[config.mk]
export PLATFORM = sky130hd
export DESIGN_NAME = seg7_scan_decoder
export DESIGN_NICKNAME = d
export VERILOG_FILES = /design/src/rtl/seg7_scan_decoder.sv
export SDC_FILE = /design/constraint.sdc
export NUM_CORES = 1
export LEC_CHECK = 0
export ABC_AREA = 0
export CAP_MARGIN = 20
export CORE_MARGIN = 10
export CORE_UTILIZATION = 55
export CTS_BUF_LIST = sky130_fd_sc_hd__clkbuf_8 sky130_fd_sc_hd__clkbuf_16
export CTS_CLUSTER_DIAMETER = 60
export DETAILED_ROUTE_END_ITERATION = 12
export GPL_TIMING_DRIVEN = 0
export PLACE_DENSITY = 0.76
export SLEW_MARGIN = 0
export SYNTH_ARGS = -nofsm -noshare
export SYNTH_HDL_FRONTEND = slang
export SYNTH_SLANG_ARGS = --single-unit
export TNS_END_PERCENT = 1
[constraint.sdc]
create_clock -name clk -period 2.6 [get_ports clk]
set_clock_uncertainty 0.1 [all_clocks]
set_input_delay 0.26 -clock clk [delete_from_list [all_inputs] [get_ports clk]]
set_output_delay 0.26 -clock clk [all_outputs]
set_load 0.02 [all_outputs]
[src/rtl/seg7_scan_decoder.sv]
// seg7_scan_decoder
// Watches a multiplexed 7-segment bus (segment lines plus one-hot digit
// select) and rebuilds the BCD value shown on each digit. A digit is only
// committed after STABLE consecutive identical observations of that digit,
// so scan glitches and ghosting during digit changeover are filtered out.
// Patterns that are not legal digits commit as 4'hF with err set.

module seg7_scan_decoder #(
    parameter int NDIG   = 4,
    parameter int STABLE = 3
) (
    input  logic                 clk,
    input  logic                 reset,
    input  logic                 sample,
    input  logic [0:6]           seg,
    input  logic [NDIG-1:0]      an,
    output logic [4*NDIG-1:0]    digits,
    output logic [NDIG-1:0]      err,
    output logic                 valid,
    output logic                 update
);

    localparam logic [3:0] STB = 4'(STABLE);

    logic [3:0]      obs_code;
    logic            obs_ill;
    logic            observe;

    logic [3:0]      cand_code [NDIG];
    logic [NDIG-1:0] cand_ill;
    logic [3:0]      cnt       [NDIG];
    logic [NDIG-1:0] seen;

    logic [NDIG-1:0] match;
    logic [NDIG-1:0] commit_mask;
    logic [NDIG-1:0] changed;

    // Only a strobed edge with exactly one digit selected is a usable observation
    assign observe = sample && $onehot(an);

    // Segment pattern to BCD; anything unrecognised (including blank) is illegal
    always_comb begin
        obs_code = 4'hF;
        obs_ill  = 1'b1;
        case (seg)
            7'b1111110:             begin obs_code = 4'd0; obs_ill = 1'b0; end
            7'b0110000:             begin obs_code = 4'd1; obs_ill = 1'b0; end
            7'b1101101:             begin obs_code = 4'd2; obs_ill = 1'b0; end
            7'b1111001:             begin obs_code = 4'd3; obs_ill = 1'b0; end
            7'b0110011:             begin obs_code = 4'd4; obs_ill = 1'b0; end
            7'b1011011:             begin obs_code = 4'd5; obs_ill = 1'b0; end
            7'b1011111, 7'b0011111: begin obs_code = 4'd6; obs_ill = 1'b0; end
            7'b1110000, 7'b1110010: begin obs_code = 4'd7; obs_ill = 1'b0; end
            7'b1111111:             begin obs_code = 4'd8; obs_ill = 1'b0; end
            7'b1111011, 7'b1110011: begin obs_code = 4'd9; obs_ill = 1'b0; end
            default:                begin obs_code = 4'hF; obs_ill = 1'b1; end
        endcase
    end

    // Per-digit run tracking: commit on the edge the run reaches STABLE, never again while saturated
    always_comb begin
        match       = '0;
        commit_mask = '0;
        changed     = '0;
        for (int i = 0; i < NDIG; i++) begin
            match[i] = (cand_code[i] == obs_code) && (cand_ill[i] == obs_ill);
            if (observe && an[i]) begin
                if (match[i]) begin
                    commit_mask[i] = (cnt[i] == STB - 4'd1);
                end else begin
                    commit_mask[i] = (STB == 4'd1);
                end
                changed[i] = commit_mask[i] &&
                             (!seen[i] || (digits[4*i +: 4] != obs_code) || (err[i] != obs_ill));
            end
        end
    end

    // Candidate/counter filter state plus committed outputs, update pulse and sticky valid
    always_ff @(posedge clk or posedge reset) begin
        if (reset) begin
            digits   <= '1;
            err      <= '0;
            valid    <= 1'b0;
            update   <= 1'b0;
            seen     <= '0;
            cand_ill <= '0;
            for (int i = 0; i < NDIG; i++) begin
                cand_code[i] <= 4'hF;
                cnt[i]       <= 4'd0;
            end
        end else begin
            update <= |changed;
            seen   <= seen | commit_mask;
            if (&(seen | commit_mask)) begin
                valid <= 1'b1;
            end
            for (int i = 0; i < NDIG; i++) begin
                if (observe && an[i]) begin
                    if (match[i]) begin
                        if (cnt[i] != STB) begin
                            cnt[i] <= cnt[i] + 4'd1;
                        end
                    end else begin
                        cand_code[i] <= obs_code;
                        cand_ill[i]  <= obs_ill;
                        cnt[i]       <= 4'd1;
                    end
                    if (commit_mask[i]) begin
                        digits[4*i +: 4] <= obs_code;
                        err[i]           <= obs_ill;
                    end
                end
            end
        end
    end

endmodule

==> flow_metrics.tcl <==
set metrics [dict create \
    drt_iter0_markers 242 \
    wl_per_cell_um 19.7 \
    status "completed" \
    first_pass_iters 5 \
    synth_top_family_by_area "simple AND/OR/NAND/NOR gates" \
    fin_setup_tns_ps 0 \
    final.period_utilization_pct 99.4 \
    worst_pin_slew_ps 704 \
    syn-num-nets 417 \
    yosysTopAreaCell "dfstp_2" \
    synthTopCellsByCount "dfstp_2 (32), dfrtp_1 (30), inv_1 (30), nand2_1 (30), mux2_2 (28)" \
    clk_pin_slew_ps 70 \
    cap_violations 0 \
    die_w_um 105 \
    syn-cell-area_mm2 0.00393 \
    clk_path_buf_depth 2 \
    yosys.area_share.simple_pct 19.8 \
    grt_use_total_pct 19.4 \
    ys_types 70 \
    arrival_ps 2710 \
    avgSynthCellArea_um2 10.0 \
    finalWirelength_um 10900 \
    swShare_pct 36.4 \
    grt_setup_unrepaired "yes" \
    power.density_mw_per_mm2 717 \
    synth_flop_cell "dfstp_2" \
    synth_cells 392 \
    num_io_pins 36 \
    reg2regPathDepth 6 \
    cts_hold_buffers 0 \
    grt_pass1_wl_um 17500 \
    areaGrowthSynthToFinish_pct 28.9 \
    grt_antenna_before_repair 0 \
    synth_xor_area_share_pct 2.67 \
    die_h_um 105 \
    reg2reg_from "cand_code[15]" \
    grt_max_degree 38 \
    yosysWarnings 0 \
    nets 478 \
    hold_violations 0 \
    grt_pass1_vias 3475 \
    fin_crit_ps 2590 \
    ys_async_sr_fraction_pct 100 \
    final_util_pct 73.8 \
    reg2reg_slack_ps 380 \
    io_buffers 34 \
    dpl.cell_count 523 \
    synthMostInstantiatedCell "dfstp_2" \
    min_path_type "input pin to flip-flop" \
    crit_type "input pin to flip-flop" \
    p_comb_share_pct 34.3 \
    fillers 482 \
    whs_path_depth 3 \
    p_int_mw 2.31 \
    hold_start "an[3]" \
    dieArea_mm2 0.0109 \
    clkLatencyLatePin_ps 350 \
    root_buffer "clkbuf_8" \
    required_ps 2720 \
    fp-row-count 30 \
    ys_seq_area_share_pct 40.5 \
    pwr-share-seq_pct 42.0 \
    synth_mux_area_share_pct 11.4 \
    power.switching_mw 1.32 \
    setup_viol 0 \
    maxSlewViolCount 0 \
    diodes 0 \
    cts_tree "done" \
    synthAdderAreaFrac_pct 3.69 \
    fin_cells 554 \
    place.gp.congestion 0.909 \
    synth_compound_area_share_pct 17.4 \
    cts_sinks 62 \
    viasPerCell 6.27 \
    start_kind "input pin" \
    ys_ff_latch 62 \
    htree_levels 3 \
    drtAntennaViolNets 0 \
    whs_endpoint "cand_code[0]" \
    drc 0 \
    reg2reg_to "err[0]" \
    relSlewSlack_pct 52.7 \
    layout-drive-gt1-share_pct 38.2 \
    via_count 3472 \
    max_freq_ghz 0.387 \
    start_util_pct 57.2 \
    core_mm2 0.00687 \
    endpoint_kind "flip-flop" \
    netlist_top_cells_area "dfstp_2 (21%), dfrtp_1 (19%), mux2_2 (8.0%)" \
    cts_buffers 9 \
    p_clk_share_pct 23.7 \
    ir_worst_vdd_mv 0.494 \
    path_max_fanout 8 \
    dpl.hpwl_um 7230 \
    synth_enable_flop_cells 0 \
    p_leak_nw 2.08 \
    grt_remaining_overflow 0 \
    synth_top_area_share_pct 21.4 \
]
## worst max path at each step
stage / startpoint / end / slack [ps] / depth (start not counted)
floorplan: an[3] / err[2] / -190 / 12
global placement: seg[3] / update / -1390 / 10
detailed placement: seg[3] / update / -1390 / 10
CTS: seg[3] / err[0] / -20 / 9
global route: seg[6] / err[0] / -40 / 8
finish: seg[6] / err[0] / 10 / 8
## layer usage
layer,vias to the layer above,share of wire [%],track usage (%)
met3,32,6.0,4.18
met5,-,0,0
met4,0,2.5,8.15
met2,132,49,32.0
met1,1707,42,24.0
li1,1601,-,-
## stage by stage
step	worst slack [ps]	hold slack, ps	cell area [um2]	power (mW)
finish	15.0	170	5070	3.63
global route	-41.3	198	5070	3.83
CTS	-16.1	161	4960	3.58
detailed placement	-1390	367	4460	2.58
global placement	-1390	365	4440	2.50
floorplan	-192	330	3980	2.30
## sequential cells by signal, indices dropped and copies added (netlist names)
name       flops
cand_code     16
valid          1
update         1
digits        16
cand_ill       4
cnt           16
err            4
seen           4
## cell usage in the layout (no fill, tap or decap), drive strengths merged, types with 5 or more instances in the layout
master	n
a21oi	13
a221oi	6
a31oi	5
and2	6
buf	32
clkbuf	14
clkdlybuf4s50	25
dfrtp	30
dfstp	32
ha	10
inv	31
mux2	38
nand2	30
nand3	16
nand4	7
nor2	19
nor3	18
nor4	6
o2111ai	5
o21ai	18
o22ai	10
or3	7
xnor2	12
## critical path, stage by stage
cell	delay (ps)
buf_8	110
or4b_4	580
o22a_4	310
a211oi_2	250
o2111ai_2	180
a221oi_4	410
and3_4	300
mux2_4	310
## repair_timing
item | 4_1_cts | 5_1_grt
endpoints found under the setup margin | 62 | 39
buffers inserted | 12 | 6
endpoints found under the hold margin | 0 | 0
pin swaps | 17 | 14
gates resized for setup | 96 | 28
## area by class of cell
class / count / area, um2 / area share (%)
inverter: 30 / 120 / 2.37
tap: 96 / 120 / 2.37
clock inverter: 6 / 62.6 / 1.23
timing repair buffer: 53 / 522 / 10.3
buffer: 8 / 68.8 / 1.36
clock buffer: 10 / 138 / 2.72
multi-input combinational: 289 / 2440 / 48.2
sequential: 62 / 1590 / 31.4
## power groups by stage
| stage | logic (mW) | clock network, mW | registers, mW |
|---|---|---|---|
| detailed placement | 1.05 | 0 | 1.53 |
| global route | 1.36 | 0.911 | 1.56 |
| finish | 1.24 | 0.859 | 1.53 |
| CTS | 1.20 | 0.869 | 1.51 |
| floorplan | 0.820 | 0 | 1.48 |
| global placement | 0.993 | 0 | 1.51 |
## kinds of logic after synthesis
family,after synthesis
buf+inv,41
compound gates,88
simple gates,138
xor+xnor,12
mux,40
fa+ha+maj,11
flops,62
Power figures use the tool's default switching activity.
